===== config.mk =====
export PLATFORM = sky130hd
export DESIGN_NAME = vx_operands_sched
export DESIGN_NICKNAME = d
export VERILOG_FILES = /design/src/rtl/vx_operands_sched_pkg.sv /design/src/rtl/vx_operands_sched_sva.sv /design/src/rtl/vx_rr_grant.sv /design/src/rtl/vx_operands_sched.sv
export SDC_FILE = /design/constraint.sdc
export NUM_CORES = 1
export LEC_CHECK = 0
export ABC_CLOCK_PERIOD_IN_PS = 5100
export BUFFER_PORTS_ARGS = -buffer_cell sky130_fd_sc_hd__buf_2
export CORE_AREA = 10 10 501 503
export DETAILED_ROUTE_END_ITERATION = 7
export DIE_AREA = 0 0 511 513
export SLEW_MARGIN = 20
export SYNTH_ARGS = -nofsm -noshare
export SYNTH_HDL_FRONTEND = slang
export SYNTH_HIERARCHICAL = 1
export SYNTH_SLANG_ARGS = --single-unit

===== constraint.sdc =====
create_clock -name clk -period 5.1 [get_ports clk]
set_clock_uncertainty 0.2 [all_clocks]
set_input_delay 0.51 -clock clk [delete_from_list [all_inputs] [get_ports clk]]
set_output_delay 0.51 -clock clk [all_outputs]
set_load 0.02 [all_outputs]

===== src/rtl/vx_operands_sched_pkg.sv =====
// Shared types for the operand scheduler: the flattened operand packet and
// the requester-index width helper.
package vx_operands_sched_pkg;

   typedef struct packed {
      logic [15:0] tag;
      logic [63:0] rs3_data;
      logic [63:0] rs2_data;
      logic [63:0] rs1_data;
      logic [6:0]  rd;
      logic        is_branch;
      logic [7:0]  op_type;
      logic [31:0] pc;
   } data_t;

   localparam int OPERANDS_W = $bits(data_t);

   // A single requester still needs a one-bit index port.
   function automatic int sel_width(input int n);
      return (n > 1) ? $clog2(n) : 1;
   endfunction

endpackage


===== src/rtl/vx_operands_sched_sva.sv =====
// Handshake stability checks for the operand scheduler ports.
module vx_operands_sched_sva #(
   parameter int NUM_REQS  = 4,
   parameter int DATA_W    = 256,
   parameter int REQ_SEL_W = 2
) (
   input logic                         clk,
   input logic                         reset_n,
   input logic [NUM_REQS-1:0]          in_valid,
   input logic [NUM_REQS*DATA_W-1:0]   in_data,
   input logic [NUM_REQS-1:0]          in_ready,
   input logic                         out_valid,
   input logic [DATA_W-1:0]            out_data,
   input logic [REQ_SEL_W-1:0]         out_sel,
   input logic                         out_ready
);

   for (genvar i = 0; i < NUM_REQS; i++) begin : g_in_stable
      a_in_stable: assert property (@(posedge clk)
         (reset_n && in_valid[i] && !in_ready[i]) |=>
         (!reset_n || !in_valid[i] || $stable(in_data[i*DATA_W +: DATA_W])));
   end

   a_out_stable: assert property (@(posedge clk)
      (reset_n && out_valid && !out_ready) |=>
      (!reset_n || (out_valid && $stable(out_data) && $stable(out_sel))));

endmodule


===== src/rtl/vx_rr_grant.sv =====
// Combinational round-robin pick: first requester at or after ptr, wrapping.
module vx_rr_grant #(
   parameter int NUM_REQS = 4,
   parameter int SEL_W    = 2
) (
   input  logic [NUM_REQS-1:0] req,
   input  logic [SEL_W-1:0]    ptr,
   output logic [NUM_REQS-1:0] grant,
   output logic [SEL_W-1:0]    grant_idx,
   output logic                any_grant
);

   localparam logic [SEL_W:0] NUM_REQS_W = (SEL_W + 1)'(NUM_REQS);

   logic [SEL_W:0]   sum_s;
   logic [SEL_W-1:0] cand_s;
   logic             hit_s;

   // Scan from ptr upward; the first hit locks out every later candidate.
   always_comb begin
      grant     = '0;
      grant_idx = '0;
      any_grant = 1'b0;
      sum_s     = '0;
      cand_s    = '0;
      hit_s     = 1'b0;
      for (int k = 0; k < NUM_REQS; k++) begin
         sum_s          = {1'b0, ptr} + (SEL_W + 1)'(k);
         sum_s          = (sum_s >= NUM_REQS_W) ? (sum_s - NUM_REQS_W) : sum_s;
         cand_s         = sum_s[SEL_W-1:0];
         hit_s          = req[cand_s] & ~any_grant;
         grant[cand_s]  = grant[cand_s] | hit_s;
         grant_idx      = hit_s ? cand_s : grant_idx;
         any_grant      = any_grant | hit_s;
      end
   end

endmodule


===== src/rtl/vx_operands_sched.sv =====
// Round-robin share of one operand dispatch port among NUM_REQS issue slices,
// with a registered output stage and per-slice branch hold.
module vx_operands_sched
   import vx_operands_sched_pkg::*;
#(
   parameter int NUM_REQS  = 4,
   parameter int DATA_W    = OPERANDS_W,
   parameter int REQ_SEL_W = sel_width(NUM_REQS)
) (
   input  logic                       clk,
   input  logic                       reset_n,
   input  logic [NUM_REQS-1:0]        in_valid,
   input  logic [NUM_REQS*DATA_W-1:0] in_data,
   input  logic [NUM_REQS-1:0]        in_is_branch,
   output logic [NUM_REQS-1:0]        in_ready,
   output logic                       out_valid,
   output logic [DATA_W-1:0]          out_data,
   output logic [REQ_SEL_W-1:0]       out_sel,
   input  logic                       out_ready,
   input  logic                       br_done_valid,
   input  logic [REQ_SEL_W-1:0]       br_done_sel,
   output logic [NUM_REQS-1:0]        br_pending
);

   localparam logic [REQ_SEL_W-1:0] LAST_SEL = REQ_SEL_W'(NUM_REQS - 1);

   logic [NUM_REQS-1:0]  eligible_s;
   logic [NUM_REQS-1:0]  grant_s;
   logic [NUM_REQS-1:0]  br_set_s;
   logic [NUM_REQS-1:0]  br_clr_s;
   logic [NUM_REQS-1:0]  br_pending_r;
   logic [REQ_SEL_W-1:0] grant_idx_s;
   logic [REQ_SEL_W-1:0] rr_ptr_r;
   logic [REQ_SEL_W-1:0] out_sel_r;
   logic                 any_grant_s;
   logic                 load_s;
   logic                 xfer_s;
   logic                 out_valid_r;
   logic [DATA_W-1:0]    grant_data_s;
   logic [DATA_W-1:0]    out_data_r;
   logic [DATA_W-1:0]    slice_s [NUM_REQS];

   for (genvar i = 0; i < NUM_REQS; i++) begin : g_slice
      assign slice_s[i] = in_data[i*DATA_W +: DATA_W];
   end

   assign eligible_s = in_valid & ~br_pending_r;

   vx_rr_grant #(
      .NUM_REQS (NUM_REQS),
      .SEL_W    (REQ_SEL_W)
   ) u_rr_grant (
      .req       (eligible_s),
      .ptr       (rr_ptr_r),
      .grant     (grant_s),
      .grant_idx (grant_idx_s),
      .any_grant (any_grant_s)
   );

   // The output register can take a new packet when empty or draining this cycle.
   assign load_s       = ~out_valid_r | out_ready;
   assign xfer_s       = any_grant_s & load_s & reset_n;
   assign in_ready     = grant_s & {NUM_REQS{load_s & reset_n}};
   assign grant_data_s = slice_s[grant_idx_s];
   assign br_set_s     = grant_s & in_is_branch & {NUM_REQS{xfer_s}};

   // Decode the resolution pulse; out-of-range slice numbers match nothing.
   always_comb begin
      br_clr_s = '0;
      for (int i = 0; i < NUM_REQS; i++) begin
         br_clr_s[i] = br_done_valid & (br_done_sel == REQ_SEL_W'(i));
      end
   end

   // Output stage, round-robin pointer and branch-hold flags.
   always_ff @(posedge clk) begin
      if (!reset_n) begin
         out_valid_r  <= 1'b0;
         out_data_r   <= '0;
         out_sel_r    <= '0;
         rr_ptr_r     <= '0;
         br_pending_r <= '0;
      end else begin
         if (xfer_s) begin
            out_valid_r <= 1'b1;
            out_data_r  <= grant_data_s;
            out_sel_r   <= grant_idx_s;
            rr_ptr_r    <= (grant_idx_s == LAST_SEL) ? '0 : (grant_idx_s + REQ_SEL_W'(1));
         end else if (out_ready) begin
            out_valid_r <= 1'b0;
         end
         br_pending_r <= (br_pending_r & ~br_clr_s) | br_set_s;
      end
   end

   assign out_valid  = out_valid_r;
   assign out_data   = out_data_r;
   assign out_sel    = out_sel_r;
   assign br_pending = br_pending_r;

   vx_operands_sched_sva #(
      .NUM_REQS  (NUM_REQS),
      .DATA_W    (DATA_W),
      .REQ_SEL_W (REQ_SEL_W)
   ) u_sva (
      .clk       (clk),
      .reset_n   (reset_n),
      .in_valid  (in_valid),
      .in_data   (in_data),
      .in_ready  (in_ready),
      .out_valid (out_valid_r),
      .out_data  (out_data_r),
      .out_sel   (out_sel_r),
      .out_ready (out_ready)
   );

endmodule


==> results.toml, run 1 <==
[logic_synthesis]
mappedNetlistArea_um2 = 16900
synthesis.instances = 1619
total_of_warnings_raised_by_yosys = 6
ys_seq_elements = 265
netlist.top_cell.by_area = "mux4_2"
synthTopCellsByArea = "mux4_2 (35%), dfxtp_1 (31%), nand4_1 (9.7%)"
synth.distinct_cells = 44
synth-seq-area-share_pct = 31.4
yosysMostFrequentCell = "dfxtp_1"
ys.flop_type = "dfxtp_1"
synth-edff-count = 0
synth_largest_type_area_fraction_pct = 34.8
syn_avg_cell_area_um2 = 10.4
async_flop_share_pct = 0
synth_nets = 2662
synthTopCellsByCount = "dfxtp_1 (265), nand2_1 (262), nand4_1 (262)"

[timing]
finalCritPeriodShare_pct = 94.9
maxSlewHeadroom_pct = 29.8
slew_viol_final = 0
grt_setup_unrepaired = "no"
worstMarginPinSlew_ns = 1.05
maxClockFrequency_mhz = 207
final-setup-viol-count = 0
setup-tns-final_ns = 0
final.min_clock_period_ns = 4.84
fin_worst_hold_slack_ns = 0.124
hold_viol = 0

[finish]
fill_cells = 27828
fin_nets = 3848
fin_cells = 6150
layout-area-overhead-vs-synth_pct = 69.3
final_cell_area_um2 = 28600
final_layout_size_suffix_gt1_share_pct = 59.9

[drt]
detail_route.vias_per_cell = 3.67
met3_wirelength_um = 43200
antenna_violating_nets_post_route = 0
top_signal_layer_used = "met5"
routedWlPerCell_um = 37.4
wirelength_um = 230000
routedLengthMet1_um = 77600
drtIter0Drc = 2468
drt-pass1-iter-count = 5
drcViolationCount = 0
met2WireLength_um = 98300
via_count = 22599

[grt]
antenna_violations_before_repair = 429
grt_use_total_pct = 16.6
grt_start_max_net_pins = 171
global_route_wire_length_before_repair_um = 276000
vias_in_the_first_global_route = 20859
overflow = 0

[critical_path]
worst_setup_path_start_kind = "flip-flop"
timing.critical_path.fanout_max = 13
cp_data_required_time_ns = 4.39
setup.worst_path.class = "reg2out"
worstSetupEndpointType = "output port"
critPathArrivalTime_ns = 4.13

[cts]
cts.sink_count = 265
cts_made_buffers = 40
ctsRootBufferMaster = "clkbuf_16"
htree_num_levels = 2
clk_latency_ns = 0.66
clock_tree.buffer_depth = 3
tritoncts = "built"
cts_setup_buffers = 0
worst_setup_hold_path_clk_slew_ns = 0.07

[floorplan]
initial_core_util_pct = 7.03
horizontal_die_dimension_um = 511
boundary_pins = 1305
core_region_area_um2 = 240000
rows = 180
height_of_the_chip_um = 513
fp.dieArea_um2 = 262000

[power]
static-leakage-power_nw = 11.5
ir_drop_mv = 0.336
design_power_total_w = 0.0184
cellPowerDensity_nw_per_um2 = 644

[place]
input_output_buffers = 1304
placed_cells = 5947
dpl-instance-area_um2 = 27000
finalWeightedCongestion = 0.979
detailed_place_hpwl_um = 208000

[run]
maxCapViolCount = 0

[status]
outcome = "completed"

[min_path]
timing.hold.worst.class = "in2reg"
==> path summary, 6_finish.rpt <==
path                                     from            end  slack (ns)  cells past startpoint
worst max-delay path              rr_ptr_r[1]    in_ready[3]        0.26                     11
worst min-delay path            in_data[1012]  out_data[244]        0.12                      4
worst max register to register    rr_ptr_r[1]   out_data[42]        0.83                     13
worst min register to register   out_data[49]   out_data[49]        0.24                      2
==> where the power goes <==
part / switching (W) / internal, W / leakage [nW] / total, W
clock network: 0.00129 / 0.00171 / 0.643 / 0.00301
logic: 0.00691 / 0.00513 / 8.62 / 0.0120
registers: 0.000448 / 0.00293 / 2.21 / 0.00338
==> timing repair <==
action                                  4_1_cts  5_1_grt
resized for setup                             0        1
endpoints found under the setup margin        0        3
endpoints found under the hold margin         3        0
hold buffers                                  1        0
==> critical path, stage by stage (launching register included) <==
cell and delay [ns]:
dfxtp_1 0.53, inv_1 0.15, ha_2 0.54, mux4_2 0.54, mux2_4 0.32, a221oi_2 0.41
a221oi_1 0.14, a21oi_1 0.17, o21a_2 0.17, mux2i_1 0.14, and3_1 0.21, buf_2 0.16
==> metrics by stage <==
| step | util [%] | setup slack (ns) |
|---|---|---|
| finish | 11.9 | 0.260 |
| global route | 11.8 | 0.101 |
| CTS | 11.8 | 0.112 |
| detailed placement | 11.2 | 0.851 |
| global placement | 11.2 | 0.852 |
| floorplan | - | 1.43 |
==> state kept, by name, summed over array words and instances, names as in the netlist <==
name and count:
out_valid 1, rr_ptr_r 2, out_sel 2, out_data 256, br_pending 4
==> layout by cell type, fill, tap and decap left out, types with 9 or more instances in the layout <==
cell	count
a21oi_1	11
nor2_1	9
buf_12	16
buf_4	34
nand2_1	262
mux4_2	261
diode_2	133
clkbuf_16	41
o21ai_0	46
o21ai_1	219
buf_2	1303
nor2b_1	9
dfxtp_1	265
nand4_1	262
==> logic make-up after synthesis <==
kind of cell             Yosys count  synth area share [%]
AND/OR/NAND/NOR                  565                  17.0
AO/OA/AOI/OAI                    295                  9.23
multiplexers                     271                  35.4
flip-flops                       265                  31.4
buffers and inverters            218                  6.59
adder cells (fa/ha/maj)            5                 0.370
==> layer usage <==
metal | vias to the layer above | GRT usage (%)
met5 | - | 0
li1 | 8929 | -
met4 | 260 | 4.69
met3 | 806 | 13.6
met1 | 10548 | 16.9
met2 | 2056 | 25.8
==> area by class of cell <==
class | instances | area (um^2) | share of cell area [%]
multi-input combinational | 1136 | 10500 | 36.8
timing repair buffer | 1355 | 7120 | 24.9
sequential | 265 | 5310 | 18.5
tap | 3185 | 3990 | 13.9
clock buffer | 55 | 1150 | 4.01
antenna | 133 | 333 | 1.16
clock inverter | 14 | 158 | 0.551
inverter | 7 | 26.3 | 0.0918
No activity file was read; power rests on OpenSTA's default activity.
==> run 2, diff against run 1 <==
Settings changed: ABC_AREA set to 1, ABC_CLOCK_PERIOD_IN_PS 5100 to 5600, CORE_AREA 10 10 501 503 to 10 10 493 495, DIE_AREA 0 0 511 513 to 0 0 503 505.
Clock period 5.1 ns to 5.6 ns, I/O delays scaled along.
==> run 2 against run 1 <==
Critical path depth grew 8. Die area decreased by 3.1%. Total power is 33% higher.
==> results.toml, run 2 <==
[power]
cellPowerDensity_nw_per_um2 = 771
pwr-share-comb_pct = 73.9
power.net_switching_w = 0.0153
sw_frac_of_total_pct = 62.4
power.sequential.fraction_pct = 14.0
design_power_total_w = 0.0245
ir_drop_mv = 0.556
clkPwrFrac_pct = 12.1
static-leakage-power_nw = 17.1
p_int_w = 0.00921

[critical_path]
cp_data_required_time_ns = 5.93
crit_path_max_incr_delay_ns = 0.59
timing.critical_path.fanout_max = 96
critical_path.cell_chain = "inv_1 -> ha_1 -> nand2_1 -> o21ai_1 -> nor2_1 -> inv_1 -> nor2_1 -> inv_1 -> nor2_1 -> inv_1 -> a31oi_4 -> inv_8 -> buf_12 -> nand2_1 -> nand3_1 -> dlygate4sd3_1 -> nand3_1 -> dlygate4sd3_1 -> nand2_1"
worstSetupEndpointType = "flip-flop"
critPathArrivalTime_ns = 5.20
critPathBufInv = 8
setup.worst_path.class = "reg2reg"
worst_path_max_delay_cell = "dlygate4sd3_1"
cp_top_family = "buffers and inverters"
worst_setup_path_start_kind = "flip-flop"
most_prevalent_standard_cell_on_the_critical_path = "inv_1"

[timing]
worstMarginPinSlew_ns = 1.03
hold_viol = 0
slew_viol_final = 0
setup-tns-final_ns = 0
finalCritPeriodShare_pct = 86.9
maxSlewHeadroom_pct = 31.6
final.min_clock_period_ns = 4.87
grt_setup_unrepaired = "no"
final-setup-viol-count = 0
maxClockFrequency_mhz = 205

[grt]
vias_in_the_first_global_route = 28387
overflow = 0
grt_start_max_net_pins = 157
grt_use_total_pct = 16.5
global_route_wire_length_before_repair_um = 284000
antenna_violations_before_repair = 191

[finish]
number_of_flip_flops_under_the_largest_register_name = 256
final_cell_mix = "nand2_1 (1844), buf_2 (1303), nand3_1 (537)"
final_common_cell = "nand2_1"
final_layout_size_suffix_gt1_share_pct = 29.3
fin_cells = 8039
fin_nets = 5965
layout-area-overhead-vs-synth_pct = 65.3

[logic_synthesis]
async_flop_share_pct = 0
ys_seq_elements = 265
mappedNetlistArea_um2 = 19200
synth.distinct_cells = 23
synth_nets = 4696
ys.flop_type = "dfxtp_1"
synthesis.instances = 3653
netlist.top_cell.by_area = "nand2_1"
synth-edff-count = 0
synth-seq-area-share_pct = 27.6
synthTopCellsByArea = "nand2_1 (36%), dfxtp_1 (28%), nand3_1 (14%)"
synth_largest_type_area_fraction_pct = 36.0
yosysMostFrequentCell = "nand2_1"
syn_avg_cell_area_um2 = 5.26
synthTopCellsByCount = "nand2_1 (1844), nand3_1 (538), nor2_1 (535)"
total_of_warnings_raised_by_yosys = 6

[cts]
clk_latency_ns = 0.65
cts.sink_count = 265
cts_made_buffers = 42
worst_setup_hold_path_clk_slew_ns = 0.06
ctsRootBufferMaster = "clkbuf_16"
htree_num_levels = 2
cts_setup_buffers = 0
tritoncts = "built"
clock_tree.buffer_depth = 3

[drt]
routedLengthMet1_um = 92500
detail_route.vias_per_cell = 3.73
routedWlPerCell_um = 27.8
met3_wirelength_um = 26400
drcViolationCount = 0
drt-pass1-iter-count = 6
via_count = 29958
drtIter0Drc = 3116
wirelength_um = 223000
met2WireLength_um = 98000
antenna_violating_nets_post_route = 0
top_signal_layer_used = "met5"

[floorplan]
initial_core_util_pct = 8.28
rows = 177
horizontal_die_dimension_um = 503
fp.dieArea_um2 = 254000
boundary_pins = 1305
height_of_the_chip_um = 505
core_region_area_um2 = 232000

[min_path]
timing.hold.worst.class = "in2reg"

[place]
detailed_place_hpwl_um = 192000
finalWeightedCongestion = 0.992
input_output_buffers = 1304
placed_cells = 7792

[status]
outcome = "completed"

[run]
maxCapViolCount = 0
## run 2: cell type report
type	count	area, um^2
Fill cell	27579	201000
Multi-Input combinational cell	2959	12000
Timing Repair Buffer	1484	8470
Sequential cell	265	5310
Tap cell	3043	3810
Clock buffer	57	1240
Inverter	170	651
Clock inverter	18	220
Antenna cell	43	108
## run 2: worst min-delay path: cells and delay by family
family | cells | cell delay, ns
AND/OR/NAND/NOR | 4 | 0.25
buffers and inverters | 1 | 0.08
## run 2: metal layers
metal | vias to the layer above | global-route usage (%)
met4 | 102 | 3.72
met2 | 1853 | 26.1
met1 | 13778 | 20.8
met5 | - | 0
li1 | 13777 | -
met3 | 448 | 6.94
## run 2: per-stage QoR
| step | util (%) | worst slack, ns | area, um^2 | hold WS [ns] |
|---|---|---|---|---|
| after global placement | 12.5 | 0.337 | 28900 | 0.256 |
| after detailed placement | 12.5 | 0.789 | 28900 | 0.258 |
| after floorplan | - | 2.46 | 19200 | 0.331 |
| after global routing | 13.7 | 0.424 | 31700 | 0.0391 |
| final | 13.7 | 0.731 | 31800 | 0.0695 |
| after CTS | 13.6 | 0.763 | 31700 | 0.000114 |
## run 2: power by group through the flow
stage,clock network [W],registers [W],logic (W)
floorplan,0,0.00431,0.00885
global placement,0,0.00344,0.0180
detailed placement,0,0.00346,0.0179
CTS,0.00310,0.00343,0.0184
global route,0.00314,0.00353,0.0197
finish,0.00298,0.00343,0.0181
## run 2: what timing repair did
item,in CTS,in global routing
hold buffers,129,0
endpoints found under the hold margin,85,0
resized for setup,0,0
## run 2: worst paths after layout
path	endpoint	cells past startpoint	startpoint	slack (ns)
worst max-delay path	out_data[194]	19	rr_ptr_r[1]	0.73
worst min-delay path	out_data[240]	5	in_data[240]	0.07
worst max register to register	out_data[194]	19	rr_ptr_r[1]	0.73
worst min register to register	out_data[199]	2	out_data[199]	0.27
## run 2: logic make-up (layout without fill, tap and decap cells)
| group | Yosys count | in the layout | synth area share [%] |
|---|---|---|---|
| other | 0 | 43 | 0 |
| buffers and inverters | 429 | 1729 | 10.4 |
| adder cells (fa/ha/maj) | 5 | 5 | 0.325 |
| flip-flops | 265 | 265 | 27.6 |
| AO/OA/AOI/OAI | 23 | 23 | 0.625 |
| AND/OR/NAND/NOR | 2931 | 2931 | 61.1 |
